==> config.mk <==
export PLATFORM = sky130hd
export DESIGN_NAME = uart_rx_to_axi_stream
export DESIGN_NICKNAME = d
export VERILOG_FILES = /design/src/rtl/uart_pkg.sv /design/src/rtl/uart_rx_word.sv /design/src/rtl/uart_rx_to_axi_stream.sv
export SDC_FILE = /design/constraint.sdc
export NUM_CORES = 1
export LEC_CHECK = 0
export BUFFER_PORTS_ARGS = -buffer_cell sky130_fd_sc_hd__buf_4
export CORE_ASPECT_RATIO = 1.25
export CORE_MARGIN = 8
export CORE_UTILIZATION = 56
export DETAILED_ROUTE_END_ITERATION = 12
export PLACE_DENSITY = 0.74
export SYNTH_ARGS = -nofsm -noshare
export SYNTH_HDL_FRONTEND = slang
export SYNTH_SLANG_ARGS = --single-unit
==> constraint.sdc <==
create_clock -name clk -period 2.46 [get_ports clk]
set_input_delay 0.492 -clock clk [delete_from_list [all_inputs] [get_ports clk]]
set_output_delay 0.492 -clock clk [all_outputs]
set_load 0.05 [all_outputs]
==> src/rtl/uart_pkg.sv <==
// Shared UART definitions for the RX and TX bridges.
// Holds the receiver FSM state type, the default packet-format constants
// and a small width helper used to size counters.
package uart_pkg;

    typedef enum logic [1:0] {
        IDLE,
        START,
        DATA,
        STOP
    } uart_state_t;

    localparam int unsigned UART_CLOCKS_PER_PULSE = 4;
    localparam int unsigned UART_BITS_PER_WORD    = 8;
    localparam int unsigned UART_PACKET_SIZE      = 13;

    // Bits needed to hold 0..n-1, never less than 1.
    function automatic int unsigned width_of(input int unsigned n);
        return (n > 1) ? $clog2(n) : 1;
    endfunction

endpackage

==> src/rtl/uart_rx_word.sv <==
// UART word receiver: 2-flop synchroniser, bit-timing counters and FSM.
// Ports:
//   clk, rst    clock, asynchronous active-high reset
//   rx          raw serial input (idles high)
//   word        received data bits, LSB = first bit on the line
//   word_valid  1-cycle pulse, word is complete and all end bits were high
//   err         1-cycle pulse, at least one end bit was sampled low
module uart_rx_word
    import uart_pkg::*;
#(
    parameter int unsigned CLOCKS_PER_PULSE = UART_CLOCKS_PER_PULSE,
    parameter int unsigned BITS_PER_WORD    = UART_BITS_PER_WORD,
    parameter int unsigned PACKET_SIZE      = UART_PACKET_SIZE
) (
    input  logic                     clk,
    input  logic                     rst,
    input  logic                     rx,
    output logic [BITS_PER_WORD-1:0] word,
    output logic                     word_valid,
    output logic                     err
);

    localparam int unsigned NUM_END = PACKET_SIZE - BITS_PER_WORD - 1;
    localparam int unsigned CNT_W   = width_of(CLOCKS_PER_PULSE);
    localparam int unsigned BIT_W   = width_of((BITS_PER_WORD > NUM_END) ? BITS_PER_WORD : NUM_END);

    localparam logic [CNT_W-1:0] HALF_LOAD = CNT_W'(CLOCKS_PER_PULSE / 2 - 1);
    localparam logic [CNT_W-1:0] FULL_LOAD = CNT_W'(CLOCKS_PER_PULSE - 1);
    localparam logic [BIT_W-1:0] LAST_DATA = BIT_W'(BITS_PER_WORD - 1);
    localparam logic [BIT_W-1:0] LAST_END  = BIT_W'(NUM_END - 1);

    logic                     rx_meta, rx_s;
    uart_state_t              state, state_n;
    logic [CNT_W-1:0]         cnt, cnt_n;
    logic [BIT_W-1:0]         bit_cnt, bit_cnt_n;
    logic [BITS_PER_WORD-1:0] shreg, shreg_n;
    logic                     err_q, err_n;
    logic                     expire;

    always_ff @(posedge clk or posedge rst) begin
        if (rst) begin
            rx_meta <= 1'b1;
            rx_s    <= 1'b1;
            state   <= IDLE;
            cnt     <= '0;
            bit_cnt <= '0;
            shreg   <= '0;
            err_q   <= 1'b0;
        end else begin
            rx_meta <= rx;
            rx_s    <= rx_meta;
            state   <= state_n;
            cnt     <= cnt_n;
            bit_cnt <= bit_cnt_n;
            shreg   <= shreg_n;
            err_q   <= err_n;
        end
    end

    always_comb begin
        state_n    = state;
        cnt_n      = cnt;
        bit_cnt_n  = bit_cnt;
        shreg_n    = shreg;
        err_n      = err_q;
        word_valid = 1'b0;
        err        = 1'b0;
        expire     = (cnt == '0);

        case (state)
            IDLE: begin
                if (!rx_s) begin
                    cnt_n   = HALF_LOAD;
                    state_n = START;
                end
            end
            START: begin
                if (!expire) begin
                    cnt_n = cnt - 1'b1;
                end else if (rx_s) begin
                    state_n = IDLE;
                end else begin
                    cnt_n     = FULL_LOAD;
                    bit_cnt_n = '0;
                    state_n   = DATA;
                end
            end
            DATA: begin
                if (!expire) begin
                    cnt_n = cnt - 1'b1;
                end else begin
                    // LSB arrives first: shift right, new bit enters at the top.
                    shreg_n                    = shreg >> 1;
                    shreg_n[BITS_PER_WORD-1]   = rx_s;
                    cnt_n                      = FULL_LOAD;
                    if (bit_cnt == LAST_DATA) begin
                        bit_cnt_n = '0;
                        err_n     = 1'b0;
                        state_n   = STOP;
                    end else begin
                        bit_cnt_n = bit_cnt + 1'b1;
                    end
                end
            end
            STOP: begin
                if (!expire) begin
                    cnt_n = cnt - 1'b1;
                end else begin
                    cnt_n = FULL_LOAD;
                    if (bit_cnt == LAST_END) begin
                        // Leave mid last end bit so a zero-gap start edge is caught.
                        bit_cnt_n = '0;
                        state_n   = IDLE;
                        if (err_q || !rx_s) begin
                            err = 1'b1;
                        end else begin
                            word_valid = 1'b1;
                        end
                    end else begin
                        bit_cnt_n = bit_cnt + 1'b1;
                        if (!rx_s) begin
                            err_n = 1'b1;
                        end
                    end
                end
            end
            default: state_n = IDLE;
        endcase
    end

    assign word = shreg;

endmodule

==> src/rtl/uart_rx_to_axi_stream.sv <==
// UART receiver feeding an AXI-Stream master.
// Collects NUM_WORDS UART words into one W_OUT-bit beat, word 0 in the low slice.
// Ports:
//   clk, rst    clock, asynchronous active-high reset
//   rx          UART serial input (idles high)
//   m_data      AXIS data
//   m_valid     AXIS valid
//   m_ready     AXIS ready
//   frame_err   1-cycle pulse, an end bit was sampled low (partial beat dropped)
//   overflow    1-cycle pulse, completed beat dropped because output still full
module uart_rx_to_axi_stream
    import uart_pkg::*;
#(
    parameter int unsigned CLOCKS_PER_PULSE = UART_CLOCKS_PER_PULSE,
    parameter int unsigned BITS_PER_WORD    = UART_BITS_PER_WORD,
    parameter int unsigned PACKET_SIZE      = UART_PACKET_SIZE,
    parameter int unsigned W_OUT            = 16
) (
    input  logic             clk,
    input  logic             rst,
    input  logic             rx,
    output logic [W_OUT-1:0] m_data,
    output logic             m_valid,
    input  logic             m_ready,
    output logic             frame_err,
    output logic             overflow
);

    localparam int unsigned NUM_WORDS = W_OUT / BITS_PER_WORD;
    localparam int unsigned IDX_W     = width_of(NUM_WORDS);
    localparam logic [IDX_W-1:0] LAST_IDX = IDX_W'(NUM_WORDS - 1);

    logic [BITS_PER_WORD-1:0] word;
    logic                     word_valid;
    logic                     word_err;
    logic [IDX_W-1:0]         word_idx;
    logic [W_OUT-1:0]         beat_q;
    logic [W_OUT-1:0]         beat_merged;
    logic                     beat_done;

    uart_rx_word #(
        .CLOCKS_PER_PULSE(CLOCKS_PER_PULSE),
        .BITS_PER_WORD   (BITS_PER_WORD),
        .PACKET_SIZE     (PACKET_SIZE)
    ) u_word (
        .clk       (clk),
        .rst       (rst),
        .rx        (rx),
        .word      (word),
        .word_valid(word_valid),
        .err       (word_err)
    );

    // Current word merged into its slice, so a completing beat can load m_data directly.
    always_comb begin
        beat_merged = beat_q;
        for (int unsigned k = 0; k < NUM_WORDS; k++) begin
            if (word_idx == IDX_W'(k)) begin
                beat_merged[k*BITS_PER_WORD +: BITS_PER_WORD] = word;
            end
        end
        beat_done = word_valid && (word_idx == LAST_IDX);
    end

    always_ff @(posedge clk or posedge rst) begin
        if (rst) begin
            word_idx  <= '0;
            beat_q    <= '0;
            m_data    <= '0;
            m_valid   <= 1'b0;
            frame_err <= 1'b0;
            overflow  <= 1'b0;
        end else begin
            frame_err <= word_err;
            overflow  <= 1'b0;

            if (word_err) begin
                word_idx <= '0;
            end else if (word_valid) begin
                beat_q   <= beat_merged;
                word_idx <= beat_done ? '0 : word_idx + 1'b1;
            end

            if (beat_done && (!m_valid || m_ready)) begin
                m_data  <= beat_merged;
                m_valid <= 1'b1;
            end else begin
                if (beat_done) begin
                    overflow <= 1'b1;
                end
                if (m_valid && m_ready) begin
                    m_valid <= 1'b0;
                end
            end
        end
    end

endmodule

* Word level (Yosys, flattened, before mapping) *
Index checks and enable logic that the tools add are counted.

cells by class
  $add $sub $neg = 3
  eq/ne operators = 15
  multiplexer cells = 42
  bitwise gates (word level) = 1
  reductions and logical operators = 20

operator list
  kind                                                             count
  1-bit two-way mux                                                20
  2-bit two-way mux                                                10
  3-bit two-way mux                                                6
  8-bit two-way mux                                                2
  6-bit AND reduction                                              2
  2-bit by 1-bit != test with 1-bit output, second input constant  5
  3-bit one-hot mux with 3 select lines                            1
  2-bit != test, second input constant                             4
  2-bit one-hot mux with 4 select lines                            1
  2-bit one-hot mux with 3 select lines                            1
  2-bit AND reduction                                              3
  2-bit nonzero test                                               3
  5-bit AND reduction                                              1
  2-bit == test, second input constant                             2
  2-bit zero test                                                  2
  3-bit by 1-bit adder with 3-bit output, second input constant    1
  3-bit by 2-bit == test with 1-bit output, second input constant  1
  3-bit == test, second input constant                             1
  1-bit logical AND                                                3
  3-bit != test, second input constant                             1
  3-bit nonzero test                                               1
  2-bit by 1-bit == test with 1-bit output, second input constant  1
  1-bit zero test                                                  2
  1-bit logical OR                                                 2
  other kinds (5)                                                  5

word-level totals
  bits in registers = 54
  input port bits = 4
  output and inout bits = 19
  logic and storage cells = 94

* Longest topological paths before layout *
  word-level depth = 10
  depth in mapped cells = 7

* By module *
A second synthesis with hierarchy kept.

second synthesis, totals
  cell total of the unflattened synthesis = 140
  area total of the unflattened synthesis = 1944.4 µm²

modules (own cells, without submodules)
  module                 instances  cells an instance  area each (µm²)  sequential area each (µm²)
  uart_rx_to_axi_stream  1          63                 1046.0           700.7
  uart_rx_word           1          77                 898.4            452.9

* Least setup slack after synthesis *
Ideal clock, no wire load.

  path kind = flip-flop to flip-flop
  from = register u_word.bit_cnt[0]
  to = register beat_q[0]
  setup time = 125 ps
  data arrival time = 1795 ps
  required time = 2335 ps
  setup slack = 540 ps
  cell stages (with the launch flop) = 7
  buffers on the path = 1
  period minus slack after synthesis = 1920 ps
  cells stage by stage = dfrtp_1 ha_1 ha_1 nand4_4 or4_1 buf_6 mux2_4

between the ends
  longest elaborated chain between the ends = 6
  elaborated cells between the ends (all ways) = 9
  classes of those cells = eq/ne (1); mux (6); bitwise (1); reduce/logical (1)

RTL lines
  item                                          RTL line                     source
  from (decl)                                   uart_rx_word.sv:35           logic [BIT_W-1:0] bit_cnt, bit_cnt_n;
  from (signal assigned)                        uart_rx_word.sv:54           bit_cnt <= bit_cnt_n;
  3-bit by 2-bit == test with 1-bit output (*)  uart_rx_word.sv:110          if (bit_cnt == LAST_END) begin
  1-bit two-way mux                             uart_rx_word.sv:110
  1-bit two-way mux                             uart_rx_word.sv:106          if (!expire) begin
  1-bit two-way mux                             uart_rx_word.sv:70           case (state)
  1-bit inverter (no source line)               -
  2-bit AND reduction (no source line) (*)      -
  to (signal assigned)                          uart_rx_to_axi_stream.sv:80  beat_q <= beat_merged;
  to (decl)                                     uart_rx_to_axi_stream.sv:37  logic [W_OUT-1:0] beat_q;

Every way passes the cells marked *; elsewhere a longest branch is shown, timed or not.
A chain may end at the register's enable or synchronous reset.

* Worst setup path in the final report *
  from = register u_word.bit_cnt[0]
  to = register beat_q[5]

The elaborated chain is that of the path after synthesis.

==> results.md <==
- TritonCTS clock tree: yes
- Synthesis warning total: 0
- Slack of the critical path: about 0.23 ns
- Tmin final: 2.23 ns
- Synth Register Bits: 46
- Post-DP HPWL: about 2300 µm
- Reg area: 1150 µm²
- Cell area after layout: approximately 2300 µm²
- Run status: finished clean
- Antenna violations before repair: 0
- Pwr/cell area: 784 nW/µm²
- Clock tree root driver cell: clkbuf_8
- Gate Count Post-Synth: between 100 and 150
- Rel. slew slack: 62.3%
- Cell Area, Synth: 1940 µm²
- Post-synth EDFFs: 0
- Die height: 81.7 µm
- Post-synth ARST share: 100%
- Worst min path class: primary input to flip-flop
- Nets: 172
- Pre-CTS setup slack: 0.219 ns
- Die X-Extent: 68.6 µm
- Crit Path Class: flip-flop to flip-flop
- Area leader, netlist: dfrtp_1
- DRC Markers: 0
- Peak VDD IR: 773 µV
- Max Cap Violations: 0
- Setup crit start kind: flip-flop
- Layout area overhead: 16.6%
- Dpl cell area: 2140 µm²
- Drt pass-1 iters: 4
- Sink Count: 46
- Net Sw Power: ~500 µW
- Final hold vios: 0
- Layout fillers: 262
- Cts repair resizes: 0
- Core area: 3390 µm²
- Area of the multi-input gates: 712 µm²
- Power share of the combinational group: 17.5%
- Worst Path Arrival: 2.42 ns
- Routed len/inst: roughly 16 µm
- Synth cell count leaders: dfrtp_1, mux2_2, inv_1
- Global-route wire length before repair: 5320 µm
- Final period util: 90.8%
- Routability cong.: 0.790
- Seq/Total Area, Yosys: 59.6%
- Ranking of synthesized cells by area: dfrtp_1, mux2_2, mux2_4
- Port Buffers: 22
- Worst Path Required: 2.65 ns
- Switching Fraction: 27.8%
- Max-slew violations: 0
- Layout cells sized above 1: 44.5%
- Drt first-iter violations: 57
- IO Pins: 23
- Postcts setup bufs: 0
- Clock Skew: 0.00772 ns
- Final ANT Viol Nets: 0
- Worst-path clk slew: 0.09 ns
- Vias/cell: approximately 5.4
- # diodes: 0
- CP max FO: 9
- Total GRT Usage: 13.0%
- Reg2Reg Setup Slack: 0.23 ns
- Rows: 24
- H-tree Lvls: 2
- Avg Cell Area, Syn: 14.2 µm²
- Critical Path Sink Type: flip-flop
- Fmax: 448 MHz
- Synth unique cells: 31
- Sequential share of power: 51.0%
- Num CTS Buffers: 5
- Grt ovf: 0
- Most frequent cell after synthesis: dfrtp_1
- Top_reg_cell synth: dfrtp_1
- Setup TNS: 0 ns
- Pin slew with the least headroom to its limit: 0.566 ns
- Syn_nets: 145
- Internal power: 1280 µW
- Final setup fails: 0
- Clock Path Buffers: 2
- Hold bufs inserted after CTS: 0
- Pleak: between 0.001 and 0.0015 µW
- Initial core utilization: 57.0%
- WL final: 3270 µm
- Total number of vias: approximately 1.1k
- Share of the synthesized area in the top cell type: a little under three fifths
- Largest net degree at the start of global routing: 47
- Clk pwr share: 31.5%
- Clock Latency Late Sink: 0.30 ns
- Die area: 5610 µm²
- Vias in the first global route: 1106
- Unrepaired setup endpoints after global routing: false
-- critical path: stages, from the launching register on --
cell and delay (ns):
dfrtp_1 0.38, ha_1 0.20, ha_1 0.26, nand4_4 0.17, or4_1 0.71, mux2_4 0.40
-- power by group through the flow --
stage,clock [µW],sequential (µW),combinational (µW)
finish,557,902,310
global placement,0,909,292
CTS,565,902,315
floorplan,0,894,247
detailed placement,0,918,314
global route,610,912,355
-- metrics by stage --
stage          total power [µW]  std cells  hold slack (ns)  util, %
6_report                   1770        203            0.295     66.5
5_1_grt                    1880        203            0.275     66.5
4_1_cts                    1780        203            0.292     66.5
3_5_place_dp               1230        195            0.349     63.2
3_3_place_gp               1200        195            0.346     63.2
2_1_floorplan              1140        136            0.345        -
-- routing by layer --
layer / track usage (%) / up-vias / routed length (µm)
li1: - / 529 / -
met1: 14.0 / 547 / 1360
met2: 21.7 / 18 / 1670
met3: 5.05 / 8 / 162
met4: 6.16 / 0 / 71
met5: 0 / - / 0
-- state kept, by name, indices dropped and copies added, names as in the netlist, named ones only --
signal and count:
frame_err 1, overflow 1, word_idx 1, u_word.state 1, u_word.err_q 1, u_word.rx_meta 1, m_data 16, u_word.word 8
u_word.bit_cnt 3, u_word.rx_s 1, m_valid 1, u_word.cnt 2, beat_q 8
-- final timing paths --
check / start / endpoint / cells past startpoint
setup / recovery: u_word.bit_cnt[0] / beat_q[5] / 5
hold / removal: rx / u_word.rx_meta / 1
setup reg to reg: u_word.bit_cnt[0] / beat_q[5] / 5
hold reg to reg: u_word.rx_meta / u_word.rx_s / 0
max in group asynchronous: rst / m_data[14] / 3
min in group asynchronous: rst / overflow / 3
-- kinds of logic (layout without fill, tap and decap cells) --
group	Yosys count	after routing	share of synthesized area (%)
AO/OA/AOI/OAI	17	17	6.14
multiplexers	32	32	20.2
AND/OR/NAND/NOR	21	21	7.24
adder cells (fa/ha/maj)	5	5	3.23
flip-flops	46	46	59.6
buffers and inverters	15	43	3.62
-- layout make-up --
cell class / instances / share of cell area (%)
tap: 39 / 2.16
inverter: 9 / 1.50
multi-input combinational: 75 / 31.5
timing repair buffer: 26 / 8.65
clock inverter: 3 / 2.00
sequential: 46 / 51.1
clock buffer: 5 / 3.05
-- placed cells by master (no fill, tap or decap), drive strengths merged --
cell       n
nand2      4
clkinv     1
nor3       3
and2       1
nand4      1
a21oi      4
o2bb2ai    2
o31ai      1
bufinv     1
mux2      32
or4        1
nand3b     1
nor2b      3
o21a       1
and3       1
nor2       3
clkinvlp   2
o21ai      3
buf       26
inv        8
dfrtp     44
a22o       3
clkbuf     5
nand3      1
dfstp      2
a211oi     2
or2        2
a221o      1
ha         5
Power figures use the tool's default switching activity.
